`config.mk`:
```
export PLATFORM = sky130hd
export DESIGN_NAME = wb_select_stage_flat
export DESIGN_NICKNAME = d
export VERILOG_FILES = /design/src/rtl/wb_select_stage_pkg.sv /design/src/rtl/wb_select_stage_if.sv /design/src/rtl/wb_skid_fifo.sv /design/src/rtl/wb_select_stage.sv /design/src/flat_wrapper.sv
export SDC_FILE = /design/constraint.sdc
export NUM_CORES = 1
export LEC_CHECK = 0
export CAP_MARGIN = 10
export CORE_AREA = 2 2 127 129
export DETAILED_ROUTE_END_ITERATION = 6
export DIE_AREA = 0 0 129 131
export MAX_ROUTING_LAYER = met4
export PLACE_DENSITY = 0.73
export SYNTH_ARGS = -nofsm -noshare
export SYNTH_HDL_FRONTEND = slang
export SYNTH_SLANG_ARGS = --single-unit
```
`constraint.sdc`:
```
create_clock -name clk -period 1.95 [get_ports clk]
set_input_delay 0.2925 -clock clk [delete_from_list [all_inputs] [get_ports clk]]
set_output_delay 0.2925 -clock clk [all_outputs]
set_load 0.005 [all_outputs]
```
`src/rtl/wb_select_stage_pkg.sv`:
```
// Shared definitions for the writeback select stage: destination encodings,
// link register number, held-entry header type and destination decode.
package wb_select_stage_pkg;

    typedef enum logic [1:0] {
        RD_RT   = 2'b00,
        RD_RD   = 2'b01,
        RD_LINK = 2'b10,
        RD_NONE = 2'b11
    } reg_dst_e;

    localparam logic [4:0] LINK_REG = 5'd31;

    // Control part of a held entry; the DATA_W-wide data word travels beside it.
    typedef struct packed {
        logic [4:0] addr;
        logic       we;
    } wb_entry_hdr_t;

    function automatic logic [4:0] dest_addr(reg_dst_e dst, logic [4:0] rt, logic [4:0] rd);
        case (dst)
            RD_RT:   return rt;
            RD_RD:   return rd;
            RD_LINK: return LINK_REG;
            default: return 5'd0;
        endcase
    endfunction

endpackage

```
`src/rtl/wb_select_stage_if.sv`:
```
// Writeback bus from the select stage to the register file.
interface wb_select_stage_if #(
    parameter int DATA_W = 32
);
    logic              out_valid;
    logic              out_ready;
    logic [4:0]        wb_addr;
    logic [DATA_W-1:0] wb_data;
    logic              wb_we;

    modport master (output out_valid, wb_addr, wb_data, wb_we, input out_ready);
    modport slave  (input out_valid, wb_addr, wb_data, wb_we, output out_ready);
endinterface

```
`src/rtl/wb_skid_fifo.sv`:
```
// Two-entry FIFO used as the writeback skid buffer; slot0 is always the head.
module wb_skid_fifo #(
    parameter int W = 38
) (
    input  logic         clk,
    input  logic         rst_n,
    input  logic         flush,
    input  logic         push,
    input  logic         pop,
    input  logic [W-1:0] wdata,
    output logic [W-1:0] head,
    output logic [W-1:0] tail,
    output logic [1:0]   count
);
    logic [W-1:0] slot0;
    logic [W-1:0] slot1;

    // Caller only pushes with fewer than two held and only pops when non-empty.
    always_ff @(posedge clk or negedge rst_n) begin
        if (!rst_n) begin
            slot0 <= '0;
            slot1 <= '0;
            count <= 2'd0;
        end else if (flush) begin
            count <= 2'd0;
        end else begin
            case ({push, pop})
                2'b10: begin
                    if (count == 2'd0) slot0 <= wdata;
                    else               slot1 <= wdata;
                    count <= count + 2'd1;
                end
                2'b01: begin
                    slot0 <= slot1;
                    count <= count - 2'd1;
                end
                2'b11: begin
                    slot0 <= wdata;
                end
                default: ;
            endcase
        end
    end

    assign head = slot0;
    assign tail = slot1;

endmodule

```
`src/rtl/wb_select_stage.sv`:
```
// Writeback select stage: picks the destination register and data source,
// buffers up to two entries, and optionally forwards held results (WB_SELECT_FWD_EN).
module wb_select_stage
    import wb_select_stage_pkg::*;
#(
    parameter int DATA_W = 32,
    parameter int NSRC   = 4,
    parameter int SEL_W  = 2
) (
    input  logic                   clk,
    input  logic                   rst_n,
    input  logic                   in_valid,
    output logic                   in_ready,
    input  logic [4:0]             instr_rt,
    input  logic [4:0]             instr_rd,
    input  logic [1:0]             reg_dst,
    input  logic                   reg_write,
    input  logic [SEL_W-1:0]       data_sel,
    input  logic [NSRC*DATA_W-1:0] src_data,
    input  logic                   flush,
    wb_select_stage_if.master      wb,
    output logic                   sel_err,
    input  logic [4:0]             fwd_rs_addr,
    input  logic [4:0]             fwd_rt_addr,
    input  logic [DATA_W-1:0]      fwd_rs_in,
    input  logic [DATA_W-1:0]      fwd_rt_in,
    output logic [DATA_W-1:0]      fwd_rs_out,
    output logic [DATA_W-1:0]      fwd_rt_out
);
    localparam int PW = DATA_W + $bits(wb_entry_hdr_t);

    logic [DATA_W-1:0] sel_data;
    logic              sel_ok;
    wb_entry_hdr_t     new_hdr;
    logic              push;
    logic              pop;
    logic              live;
    logic [1:0]        count;
    logic [PW-1:0]     head;
    logic [PW-1:0]     tail;
    logic [DATA_W-1:0] head_data;
    logic [DATA_W-1:0] tail_data;
    wb_entry_hdr_t     head_hdr;
    wb_entry_hdr_t     tail_hdr;

    always_comb begin
        sel_data = '0;
        sel_ok   = 1'b0;
        for (int i = 0; i < NSRC; i++) begin
            if (data_sel == SEL_W'(i)) begin
                sel_data = src_data[i*DATA_W +: DATA_W];
                sel_ok   = 1'b1;
            end
        end
    end

    always_comb begin
        new_hdr.addr = dest_addr(reg_dst_e'(reg_dst), instr_rt, instr_rd);
        new_hdr.we   = reg_write && (reg_dst != RD_NONE) && (new_hdr.addr != 5'd0) && sel_ok;
    end

    // Handshakes: a transfer happens on a rising edge where valid and ready are
    // both high; in_ready depends only on held state and flush, never on out_ready.
    assign in_ready = live && (count != 2'd2) && !flush;
    assign push     = in_valid && in_ready;
    assign pop      = wb.out_valid && wb.out_ready;

    // live holds in_ready low until the first edge after reset release.
    always_ff @(posedge clk or negedge rst_n) begin
        if (!rst_n) begin
            live    <= 1'b0;
            sel_err <= 1'b0;
        end else begin
            live <= 1'b1;
            if (push && !sel_ok) sel_err <= 1'b1;
        end
    end

    wb_skid_fifo #(.W(PW)) u_fifo (
        .clk   (clk),
        .rst_n (rst_n),
        .flush (flush),
        .push  (push),
        .pop   (pop),
        .wdata ({sel_data, new_hdr}),
        .head  (head),
        .tail  (tail),
        .count (count)
    );

    assign {head_data, head_hdr} = head;
    assign {tail_data, tail_hdr} = tail;

    assign wb.out_valid = (count != 2'd0);
    assign wb.wb_addr   = wb.out_valid ? head_hdr.addr : 5'd0;
    assign wb.wb_data   = wb.out_valid ? head_data : '0;
    assign wb.wb_we     = wb.out_valid && head_hdr.we;

`ifdef WB_SELECT_FWD_EN
    // Tail is younger than head, so a tail match overrides a head match.
    always_comb begin
        fwd_rs_out = fwd_rs_in;
        fwd_rt_out = fwd_rt_in;
        if (count != 2'd0 && head_hdr.we && head_hdr.addr == fwd_rs_addr) fwd_rs_out = head_data;
        if (count != 2'd0 && head_hdr.we && head_hdr.addr == fwd_rt_addr) fwd_rt_out = head_data;
        if (count == 2'd2 && tail_hdr.we && tail_hdr.addr == fwd_rs_addr) fwd_rs_out = tail_data;
        if (count == 2'd2 && tail_hdr.we && tail_hdr.addr == fwd_rt_addr) fwd_rt_out = tail_data;
    end
`else
    assign fwd_rs_out = fwd_rs_in;
    assign fwd_rt_out = fwd_rt_in;

    logic unused_fwd;
    assign unused_fwd = ^{fwd_rs_addr, fwd_rt_addr, tail_data, tail_hdr};
`endif

endmodule

```
`src/flat_wrapper.sv`:
```
// flat-port wrapper written by rule: the top's interface ports become plain ports
module wb_select_stage_flat import wb_select_stage_pkg::*;
#(
    parameter int DATA_W = 32,
    parameter int NSRC   = 4,
    parameter int SEL_W  = 2
)
  (clk, rst_n, in_valid, in_ready, instr_rt, instr_rd, reg_dst, reg_write, data_sel, src_data, flush, sel_err, fwd_rs_addr, fwd_rt_addr, fwd_rs_in, fwd_rt_in, fwd_rs_out, fwd_rt_out, wb_out_valid, wb_wb_addr, wb_wb_data, wb_wb_we, wb_out_ready);
  wb_select_stage_if #(.DATA_W(DATA_W)) wb_i ();
  input  logic clk;
  input  logic rst_n;
  input  logic in_valid;
  output logic in_ready;
  input  logic [4:0] instr_rt;
  input  logic [4:0] instr_rd;
  input  logic [1:0] reg_dst;
  input  logic reg_write;
  input  logic [SEL_W-1:0] data_sel;
  input  logic [NSRC*DATA_W-1:0] src_data;
  input  logic flush;
  output logic sel_err;
  input  logic [4:0] fwd_rs_addr;
  input  logic [4:0] fwd_rt_addr;
  input  logic [DATA_W-1:0] fwd_rs_in;
  input  logic [DATA_W-1:0] fwd_rt_in;
  output logic [DATA_W-1:0] fwd_rs_out;
  output logic [DATA_W-1:0] fwd_rt_out;
  output wire logic [$bits(wb_i.out_valid)-1:0] wb_out_valid;
  output wire logic [$bits(wb_i.wb_addr)-1:0] wb_wb_addr;
  output wire logic [$bits(wb_i.wb_data)-1:0] wb_wb_data;
  output wire logic [$bits(wb_i.wb_we)-1:0] wb_wb_we;
  input wire logic [$bits(wb_i.out_ready)-1:0] wb_out_ready;
  assign wb_out_valid = wb_i.out_valid;
  assign wb_wb_addr = wb_i.wb_addr;
  assign wb_wb_data = wb_i.wb_data;
  assign wb_wb_we = wb_i.wb_we;
  assign wb_i.out_ready = wb_out_ready;
  wb_select_stage #(.DATA_W(DATA_W), .NSRC(NSRC), .SEL_W(SEL_W)) u_core (.clk(clk), .rst_n(rst_n), .in_valid(in_valid), .in_ready(in_ready), .instr_rt(instr_rt), .instr_rd(instr_rd), .reg_dst(reg_dst), .reg_write(reg_write), .data_sel(data_sel), .src_data(src_data), .flush(flush), .wb(wb_i), .sel_err(sel_err), .fwd_rs_addr(fwd_rs_addr), .fwd_rt_addr(fwd_rt_addr), .fwd_rs_in(fwd_rs_in), .fwd_rt_in(fwd_rt_in), .fwd_rs_out(fwd_rs_out), .fwd_rt_out(fwd_rt_out));
endmodule
```
==> results of run 1 <==
placed cells by master (no fill, tap or decap), types with 14 or more instances in the layout:
master           Yosys  layout
nand2_1             48      48
nor2b_1             31      26
buf_4               68      25
dlygate4sd2_1        0      32
mux4_2              32      32
mux2i_1             36      36
mux2_2              34      34
o21ai_1             14      14
dfrtp_1             80      80
o21ai_0             29      29
clkdlybuf4s50_1      0     146
cell families after synthesis:
| group | Yosys count | synth area share, % |
|---|---|---|
| buffers and inverters | 93 | 13.1 |
| DFF | 80 | 39.9 |
| and+or+nand+nor | 108 | 10.9 |
| muxes | 103 | 29.4 |
| other | 1 | 0.0748 |
| AOI/OAI and AO/OA | 56 | 6.61 |
final timing paths:
path	start	to	slack, ns	cells after the start
hold reg to reg	u_core.sel_err	u_core.sel_err	0.38	0
hold / removal	u_core.sel_err	u_core.sel_err	0.38	0
setup reg to reg	u_core.u_fifo.count[0]	u_core.u_fifo.head[0]	0.10	9
min in group asynchronous	rst_n	u_core.u_fifo.head[13]	0.43	2
setup / recovery	u_core.u_fifo.count[0]	wb_wb_addr[4]	-0.008	6
max in group asynchronous	rst_n	u_core.u_fifo.tail[18]	0.90	3
area by class of cell:
| class | count | area (µm²) | share of cell area [%] |
|---|---|---|---|
| clock buffers | 9 | 225 | 3.08 |
| clock inverters | 7 | 119 | 1.63 |
| inverters | 1 | 3.75 | 0.0514 |
| multi-input cells | 268 | 2390 | 32.7 |
| flip-flops and latches | 80 | 2000 | 27.4 |
| well taps | 216 | 270 | 3.70 |
| repair buffers | 227 | 2300 | 31.4 |
stage by stage:
step	setup TNS [ns]	hold WS, ns	cell area [µm²]	setup slack (ns)
after global routing	-0.198	0.426	7310	-0.0735
after floorplan	0	-0.00309	5020	0.217
after CTS	-0.550	0.389	7280	-0.111
after detailed placement	-2.55	0.250	6790	-0.0930
after global placement	-1.19	0.238	6790	-0.0360
final	-0.0104	0.380	7310	-0.00756
flip-flops by register name (all words and copies together), names as in the netlist:
signal	flops
u_core.u_fifo.count	2
u_core.u_fifo.tail	38
u_core.sel_err	1
u_core.live	1
u_core.u_fifo.head	38
what timing repair did:
action,4_1_cts,5_1_grt
resized for setup,52,10
endpoints found under the setup margin,39,17
gates cloned,1,0
setup buffers,12,2
endpoints found under the hold margin,28,0
pin swaps,1,1
hold buffers,1,0
metal layers:
metal  vias up  GRT usage (%)  wire length (µm)
met5         -              -                 0
met4         0           6.46               262
met3        25           3.71               894
met2       160           27.0              6650
met1      1810           17.6              4960
li1       1778              -                 -
power breakdown:
group / leakage (nW) / internal [W] / switching [W] / total [W]
registers: 1.03 / 0.00205 / 0.000193 / 0.00225
logic: 2.01 / 0.000881 / 0.000502 / 0.00138
clock network: 0.162 / 0.00125 / 0.000671 / 0.00192
==> metrics.csv, run 1 <==
stage,metric,value,unit
cts,Num CTS Buffers,9,
sta,clock skew,0.00666,ns
critical_path,Critical Path RT,1.66,ns
grt,GRT Resource Usage Total,15.7,%
sta,post-route clock period utilization,100,%
die,Die Wd,129,µm
critical_path,crit-path max FO,4,
logic_synthesis,post-synth top area share,39.9,%
logic_synthesis,Mapped Avg Cell Area,11.4,µm²
sta,Pins Over Slew Limit,0,
critical_path,startpoint class of the critical path,flop,
power_and_ir_drop,Leak Pwr,3.20,nW
die,Starting Density,32.2,%
logic_synthesis,Synth top cells by count,"80 x dfrtp_1, 68 x buf_4, 48 x nand2_1",
layout,Post-Layout Cell Count,808,
logic_synthesis,Syn Nets,663,
grt,initial antenna violation count,0,
placed_design,DP Wirelength,9690,µm
run_status,status,"complete, but fails checks",
die,Core ar.,0.0156,mm²
detailed_routing,DRC Markers,0,
logic_synthesis,Mapped Cells,441,
placed_design,DP Cell Count,777,
run_status,failing checks,setup timing,
die,io pins,327,
critical_path,Worst EP arrival,1.67,ns
sta,RSZ-0062 raised after global routing,yes,
logic_synthesis,Post-Syn Area,0.00502,mm²
critical_path,Critical Path Sink Type,output port,
critical_path,CP top delay family,buffers and inverters,
detailed_routing,1st-iter DRT viols,140,
layout,share of layout cells above drive strength 1,23.1,%
layout,Fillers,1461,
logic_synthesis,Synth area leaders,"dfrtp_1 40%, mux4_2 14%, buf_4 10%",
critical_path,critical setup path kind,reg2out,
die,die area,0.0169,mm²
detailed_routing,final wirelength,12800,µm
cts,Clock Latency Late Sink,0.33,ns
grt,vias in the first global route,3952,
detailed_routing,antenna-violating nets left,0,
logic_synthesis,Post-synth EDFFs,0,
logic_synthesis,async set-reset flop share out of synthesis,100,%
sta,maximum clock rate,511,MHz
sta,min Tclk post-route,1.96,ns
critical_path,Worst path slowest cell,dfrtp_1,
placed_design,RD Place Congestion,0.723,
critical_path,crit path cell chain,"nor2_4, buf_4, buf_8, buf_4, and2b_1, dlygate4sd2_1",
cts,CTS H-tree lvls,3,
grt,pin count of the biggest net entering global routing,53,
placed_design,port bufs,188,
die,Site Rows,46,
critical_path,crit path buf inv count,4,
cts,root buf cell,clkbuf_16,
logic_synthesis,most numerous cell in the Yosys netlist,dfrtp_1,
cts,Max Root-Sink Buffers,2,
layout,Area growth syn-to-layout,45.7,%
detailed_routing,routed len/inst,15.8,µm
logic_synthesis,Synth Flop Type,dfrtp_1,
detailed_routing,via count,3773,
power_and_ir_drop,maximum vdd drop,0.394,mV
critical_path,"Largest stage delay, worst path",0.41,ns
die,DIE HEIGHT,131,µm
sta,Finish-stage setup viols,2,
logic_synthesis,Synth Register Bits,80,
grt,first-pass GRT wire length,19800,µm
grt,total gr overflow,0,
sta,Setup WS post-layout,-0.00756,ns
cts,Clock Sinks,80,
worst_hold_path,Hold Path Class,reg2reg,
critical_path,crit-path most repeated cell,buf_4,
logic_synthesis,Synth warnings,0,
power_and_ir_drop,PwrDens,760,mW/mm²
cts,CTS tree,done,
layout,ant diodes,0,
detailed_routing,Via density,4.67,
layout,final cell utilization of the core,46.8,%
logic_synthesis,Cell variety after synth,36,
layout,# nets final,809,
detailed_routing,Pre-antenna DRT Iters,4,
cts,"CTS clk-pin slew, worst paths",0.06,ns
logic_synthesis,register area share after synthesis,39.9,%
logic_synthesis,largest area contributor in the synthesized netlist,dfrtp_1,
sta,Fin. Hold Viols,0,
power_and_ir_drop,total power draw,0.00555,W
flow_run,maxcap violations,0,
(Power assumes the default switching activity.)
==> inputs of run 2 (changes only) <==
--- a/config.mk
+++ b/config.mk
@@ -11,6 +11,7 @@
 export DIE_AREA = 0 0 129 131
 export MAX_ROUTING_LAYER = met4
 export PLACE_DENSITY = 0.73
+export SETUP_SLACK_MARGIN = 0.05
 export SYNTH_ARGS = -nofsm -noshare
 export SYNTH_HDL_FRONTEND = slang
 export SYNTH_SLANG_ARGS = --single-unit
==> metrics.csv, run 2 (same netlist as run 1, synthesis figures left out) <==
stage,metric,value,unit,change
run_status,status,"complete, no violations",,"was complete, but fails checks"
placed_design,RD Place Congestion,0.723,,unchanged
sta,maximum clock rate,533,MHz,was 511 MHz
die,io pins,327,,unchanged
critical_path,crit-path max FO,11,,was 4
detailed_routing,Pre-antenna DRT Iters,4,,unchanged
power_and_ir_drop,Comb power frac,24.8,%,was 24.9%
die,DIE HEIGHT,131,µm,unchanged
cts,Clock Sinks,80,,unchanged
layout,ant diodes,0,,unchanged
cts,CTS H-tree lvls,3,,unchanged
layout,Area growth syn-to-layout,44.7,%,was 45.7%
placed_design,DP Cell Count,777,,unchanged
power_and_ir_drop,clock share of power,34.8,%,was 34.6%
detailed_routing,Via density,4.67,,about the same
layout,final cell utilization of the core,46.5,%,was 46.8%
sta,Pins Over Slew Limit,0,,unchanged
critical_path,Critical Path RT,1.66,ns,about the same
layout,multi-input combinational cell area,0.00238,mm²,was 0.00239 mm²
placed_design,port bufs,188,,unchanged
layout,# nets final,809,,unchanged
cts,Max Root-Sink Buffers,2,,unchanged
power_and_ir_drop,maximum vdd drop,0.391,mV,was 0.394 mV
cts,Num CTS Buffers,9,,unchanged
worst_hold_path,Hold Path Class,reg2reg,,unchanged
layout,"commonest non-fill, non-tap cell in the layout",clkdlybuf4s50_1,,unchanged
die,die area,0.0169,mm²,unchanged
cts,"CTS clk-pin slew, worst paths",0.06,ns,about the same
power_and_ir_drop,Seq pwr share,40.4,%,was 40.5%
sta,RSZ-0062 raised after global routing,yes,,unchanged
power_and_ir_drop,PwrDens,765,mW/mm²,was 760 mW/mm²
critical_path,critical setup path kind,reg2out,,unchanged
detailed_routing,1st-iter DRT viols,109,,was 140
grt,pin count of the biggest net entering global routing,53,,unchanged
layout,share of layout cells above drive strength 1,24.7,%,was 23.1%
detailed_routing,routed len/inst,15.8,µm,about the same
grt,initial antenna violation count,0,,unchanged
power_and_ir_drop,switching share of power,24.7,%,was 24.6%
power_and_ir_drop,Leak Pwr,3.12,nW,was 3.20 nW
grt,first-pass GRT wire length,19800,µm,about the same
detailed_routing,final wirelength,12800,µm,about the same
sta,min Tclk post-route,1.88,ns,was 1.96 ns
detailed_routing,via count,3772,,was 3773
layout,Fillers,1462,,was 1461
power_and_ir_drop,P_sw,0.00137,W,about the same
cts,root buf cell,clkbuf_16,,unchanged
cts,Clock Latency Late Sink,0.33,ns,about the same
grt,vias in the first global route,3954,,was 3952
die,Site Rows,46,,unchanged
critical_path,Critical Path Sink Type,output port,,unchanged
detailed_routing,DRC Markers,0,,unchanged
power_and_ir_drop,total power draw,0.00555,W,about the same
sta,post-route clock period utilization,96.2,%,was 100%
detailed_routing,antenna-violating nets left,0,,unchanged
flow_run,maxcap violations,0,,unchanged
layout,most frequent cells in the layout,"146 x clkdlybuf4s50_1, 80 x dfrtp_1, 48 x nand2_1",,unchanged
critical_path,Worst EP arrival,1.58,ns,was 1.67 ns
layout,Post-Layout Cell Count,808,,unchanged
cts,CTS tree,done,,unchanged
die,Core ar.,0.0156,mm²,unchanged
power_and_ir_drop,internal cell power,0.00418,W,was 0.00419 W
sta,TNS Setup,0,ns,was -0.0104 ns
layout,Storage cell area,0.00200,mm²,unchanged
grt,total gr overflow,0,,unchanged
grt,GRT Resource Usage Total,15.7,%,about the same
placed_design,DP Wirelength,9690,µm,unchanged
die,Starting Density,32.2,%,unchanged
sta,clock skew,0.00742,ns,was 0.00666 ns
critical_path,startpoint class of the critical path,flop,,unchanged
sta,Fin. Hold Viols,0,,unchanged
sta,Finish-stage setup viols,0,,was 2
die,Die Wd,129,µm,unchanged
[run 2: path summary, 6_finish.rpt]
kind                                        start                      to  slack (ns)  depth (start not counted)
max                        u_core.u_fifo.count[0]          wb_wb_data[19]        0.07                          4
min                                u_core.sel_err          u_core.sel_err        0.38                          0
max reg2reg                u_core.u_fifo.count[0]  u_core.u_fifo.tail[22]        0.16                          7
min reg2reg                        u_core.sel_err          u_core.sel_err        0.38                          0
max in group asynchronous                   rst_n  u_core.u_fifo.tail[18]        0.91                          3
min in group asynchronous                   rst_n  u_core.u_fifo.head[13]        0.42                          2
[run 2: metal layers]
layer / vias to the layer above / global-route usage [%] / wire, µm
met5: - / - / 0
met4: 0 / 6.46 / 273
met3: 25 / 3.66 / 920
met2: 162 / 26.9 / 6640
met1: 1813 / 17.6 / 4950
li1: 1772 / - / -
[run 2: final cells by class]
class	instances	area share [%]
inverters	1	0.0517
repair buffers	227	31.1
clock inverters	7	1.64
well taps	216	3.72
clock buffers	9	3.10
flip-flops and latches	80	27.6
multi-input cells	268	32.9
[run 2: through the flow]
step	setup WS, ns	hold slack (ns)	cell area, µm²
after global routing	0.0267	0.426	7260
after CTS	0.0503	0.389	7250
final	0.0735	0.379	7260
after global placement	-0.0360	0.238	6790
after floorplan	0.217	-0.00309	5020
after detailed placement	-0.0930	0.250	6790
[run 2: repair_timing]
action | CTS | global route
endpoints found under the hold margin | 28 | 0
cloned | 1 | 0
pin swaps | 1 | 1
hold buffers | 1 | 0
gates resized for setup | 93 | 4
setup buffers | 13 | 1
endpoints found under the setup margin | 40 | 22
[run 2: critical path, stage by stage (launching register included)]
cell             delay [ns]
dfrtp_1                0.42
nor2_4                 0.26
buf_6                  0.19
and2b_1                0.18
clkdlybuf4s15_2        0.20
[run 2: power by group through the flow]
stage | combinational, W | clock (W) | sequential [W]
after floorplan | 0.000841 | 0 | 0.00221
after global placement | 0.00132 | 0 | 0.00225
after detailed placement | 0.00137 | 0 | 0.00228
after CTS | 0.00140 | 0.00198 | 0.00225
after global routing | 0.00152 | 0.00206 | 0.00229
final | 0.00138 | 0.00193 | 0.00225
==> inputs of run 3 (changes only) <==
--- a/config.mk
+++ b/config.mk
@@ -6,11 +6,12 @@
 export NUM_CORES = 1
 export LEC_CHECK = 0
 export CAP_MARGIN = 10
-export CORE_AREA = 2 2 127 129
+export CORE_AREA = 2 2 125 127
+export CTS_BUF_LIST = sky130_fd_sc_hd__clkbuf_8
 export DETAILED_ROUTE_END_ITERATION = 6
-export DIE_AREA = 0 0 129 131
+export DIE_AREA = 0 0 127 129
 export MAX_ROUTING_LAYER = met4
-export PLACE_DENSITY = 0.73
+export PLACE_DENSITY = 0.75
 export SETUP_SLACK_MARGIN = 0.05
 export SYNTH_ARGS = -nofsm -noshare
 export SYNTH_HDL_FRONTEND = slang
==> constraint.sdc (replaced) <==
create_clock -name clk -period 1.95 [get_ports clk]
set_input_delay 0.2925 -clock clk [delete_from_list [all_inputs] [get_ports clk]]
set_output_delay 0.2925 -clock clk [all_outputs]
set_load 0.05 [all_outputs]
==> metrics.csv, run 3 (same netlist as run 1, synthesis figures left out) <==
stage,metric,value,unit,change
grt,total gr overflow,0,,unchanged
power_and_ir_drop,maximum vdd drop,0.439,mV,was 0.391 mV
critical_path,crit-path max FO,8,,was 11
cts,CTS H-tree lvls,3,,unchanged
critical_path,Critical Path Sink Type,output port,,unchanged
detailed_routing,1st-iter DRT viols,122,,was 109
layout,Post-Layout Cell Count,779,,was 808
cts,root buf cell,clkbuf_8,,was clkbuf_16
sta,Finish-stage setup viols,0,,unchanged
sta,Setup WS post-layout,0.0859,ns,was 0.0735 ns
die,Die Wd,127,µm,was 129 µm
grt,GRT Resource Usage Total,16.0,%,was 15.7%
placed_design,DP Cell Count,751,,was 777
placed_design,Setup WS pre-CTS,-0.0854,ns,was -0.0930 ns
sta,post-route clock period utilization,95.6,%,was 96.2%
grt,vias in the first global route,4010,,was 3954
die,Starting Density,33.5,%,was 32.2%
detailed_routing,Via density,4.87,,was 4.67
power_and_ir_drop,Leak Pwr,3.04,nW,was 3.12 nW
layout,Area growth syn-to-layout,43.1,%,was 44.7%
detailed_routing,DRC Markers,0,,unchanged
detailed_routing,routed len/inst,16.5,µm,was 15.8 µm
layout,share of layout cells above drive strength 1,28.9,%,was 24.7%
sta,TNS Setup,0,ns,unchanged
cts,CTS tree,done,,unchanged
run_status,status,"complete, no violations",,unchanged
critical_path,Critical Path RT,1.66,ns,about the same
critical_path,crit-path most repeated cell,buf_12,,
flow_run,maxcap violations,0,,unchanged
critical_path,critical setup path kind,reg2out,,unchanged
sta,min Tclk post-route,1.86,ns,was 1.88 ns
worst_hold_path,Hold Path Class,reg2reg,,unchanged
cts,Max Root-Sink Buffers,2,,unchanged
placed_design,DP Wirelength,9710,µm,was 9690 µm
detailed_routing,Pre-antenna DRT Iters,4,,unchanged
cts,"CTS clk-pin slew, worst paths",0.08,ns,was 0.06 ns
die,die area,0.0164,mm²,was 0.0169 mm²
detailed_routing,via count,3796,,was 3772
critical_path,Worst EP arrival,1.57,ns,was 1.58 ns
die,io pins,327,,unchanged
detailed_routing,final wirelength,12900,µm,was 12800 µm
cts,Clock Latency Late Sink,0.35,ns,was 0.33 ns
critical_path,CP top delay family,buffers and inverters,,was simple AND/OR/NAND/NOR gates
placed_design,RD Place Congestion,0.759,,was 0.723
critical_path,"Largest stage delay, worst path",0.46,ns,was 0.42 ns
layout,most frequent cells in the layout,"146 x clkdlybuf4s50_1, 78 x dfrtp_1, 48 x nand2_1",,"was 146 x clkdlybuf4s50_1, 80 x dfrtp_1, 48 x nand2_1"
detailed_routing,antenna-violating nets left,0,,unchanged
critical_path,Worst path slowest cell,dfrtp_2,,was dfrtp_1
sta,RSZ-0062 raised after global routing,yes,,unchanged
grt,first-pass GRT wire length,19800,µm,about the same
die,DIE HEIGHT,129,µm,was 131 µm
sta,maximum clock rate,536,MHz,was 533 MHz
cts,Clock Sinks,80,,unchanged
power_and_ir_drop,PwrDens,784,mW/mm²,was 765 mW/mm²
sta,Fin. Hold Viols,0,,unchanged
sta,clock skew,0.00817,ns,was 0.00742 ns
critical_path,crit path buf inv count,3,,was 2
die,Site Rows,45,,was 46
die,Core ar.,0.0150,mm²,was 0.0156 mm²
placed_design,port bufs,188,,unchanged
layout,"commonest non-fill, non-tap cell in the layout",clkdlybuf4s50_1,,unchanged
grt,pin count of the biggest net entering global routing,49,,was 53
critical_path,startpoint class of the critical path,flop,,unchanged
critical_path,crit path cell chain,"nor2_4, buf_12, buf_12, nor2b_1, buf_4",,"was nor2_4, buf_6, and2b_1, clkdlybuf4s15_2"
grt,initial antenna violation count,0,,unchanged
layout,# nets final,808,,was 809
sta,Pins Over Slew Limit,0,,unchanged
cts,Num CTS Buffers,9,,unchanged
layout,ant diodes,0,,unchanged
==> run 3: cell count changes in the layout (fill, tap and decap cells not counted), moves of 2 or more <==
cell             change
dlygate4sd2_1       -22
buf_4               +21
buf_6               +20
buf_2               -11
clkbuf_16            -9
clkbuf_8             +9
clkdlybuf4s15_1      -5
nor2b_1              +3
nor2b_2              -3
bufinv_16            +2
clkinv_4             +2
clkinvlp_4           -2
dfrtp_1              -2
dfrtp_2              +2
==> run 3: cell type report <==
type	count	area, µm²
clock buffers	9	124
clock inverters	7	168
fillers	1381	7800
inverters	1	3.75
multi-input cells	268	2370
flip-flops and latches	80	2000
well taps	188	235
repair buffers	226	2270
==> run 3: per-stage QoR <==
step	utilization [%]	total power [W]	hold slack, ns	instance area (µm²)
floorplan	-	0.00353	-0.00309	5020
global placement	44.5	0.00377	0.257	6670
detailed placement	44.5	0.00385	0.270	6670
CTS	46.6	0.00563	0.386	6990
global route	47.9	0.00594	0.404	7180
finish	47.9	0.00563	0.379	7180
==> run 3: path summary, 6_finish.rpt <==
path / slack [ns] / cells after the start / from / end
min in group asynchronous: 0.42 / 2 / rst_n / u_core.sel_err
hold reg to reg: 0.38 / 0 / u_core.sel_err / u_core.sel_err
setup reg to reg: 0.11 / 6 / u_core.u_fifo.count[0] / u_core.u_fifo.head[25]
max in group asynchronous: 0.90 / 3 / rst_n / u_core.u_fifo.head[14]
setup / recovery: 0.09 / 5 / u_core.u_fifo.count[0] / wb_wb_data[11]
hold / removal: 0.38 / 0 / u_core.sel_err / u_core.sel_err
==> run 3: per-layer routing <==
layer,wire length (µm),track usage [%]
met5,0,-
met1,4800,17.1
met3,948,3.45
met2,6770,28.6
met4,361,7.11
==> run 3: timing repair <==
item / CTS / global route
hold endpoints to repair: 32 / 0
cloned: 0 / 1
setup endpoints to repair: 23 / 7
setup buffers: 1 / 9
resized for setup: 3 / 30
hold buffers: 1 / 0
pin swaps: 1 / 1
==> run 3: power by group <==
group | internal [W] | switching [W] | total (W)
clock network | 0.00111 | 0.000638 | 0.00175
logic | 0.000896 | 0.000737 | 0.00163
registers | 0.00205 | 0.000192 | 0.00224
total | 0.00406 | 0.00157 | 0.00563
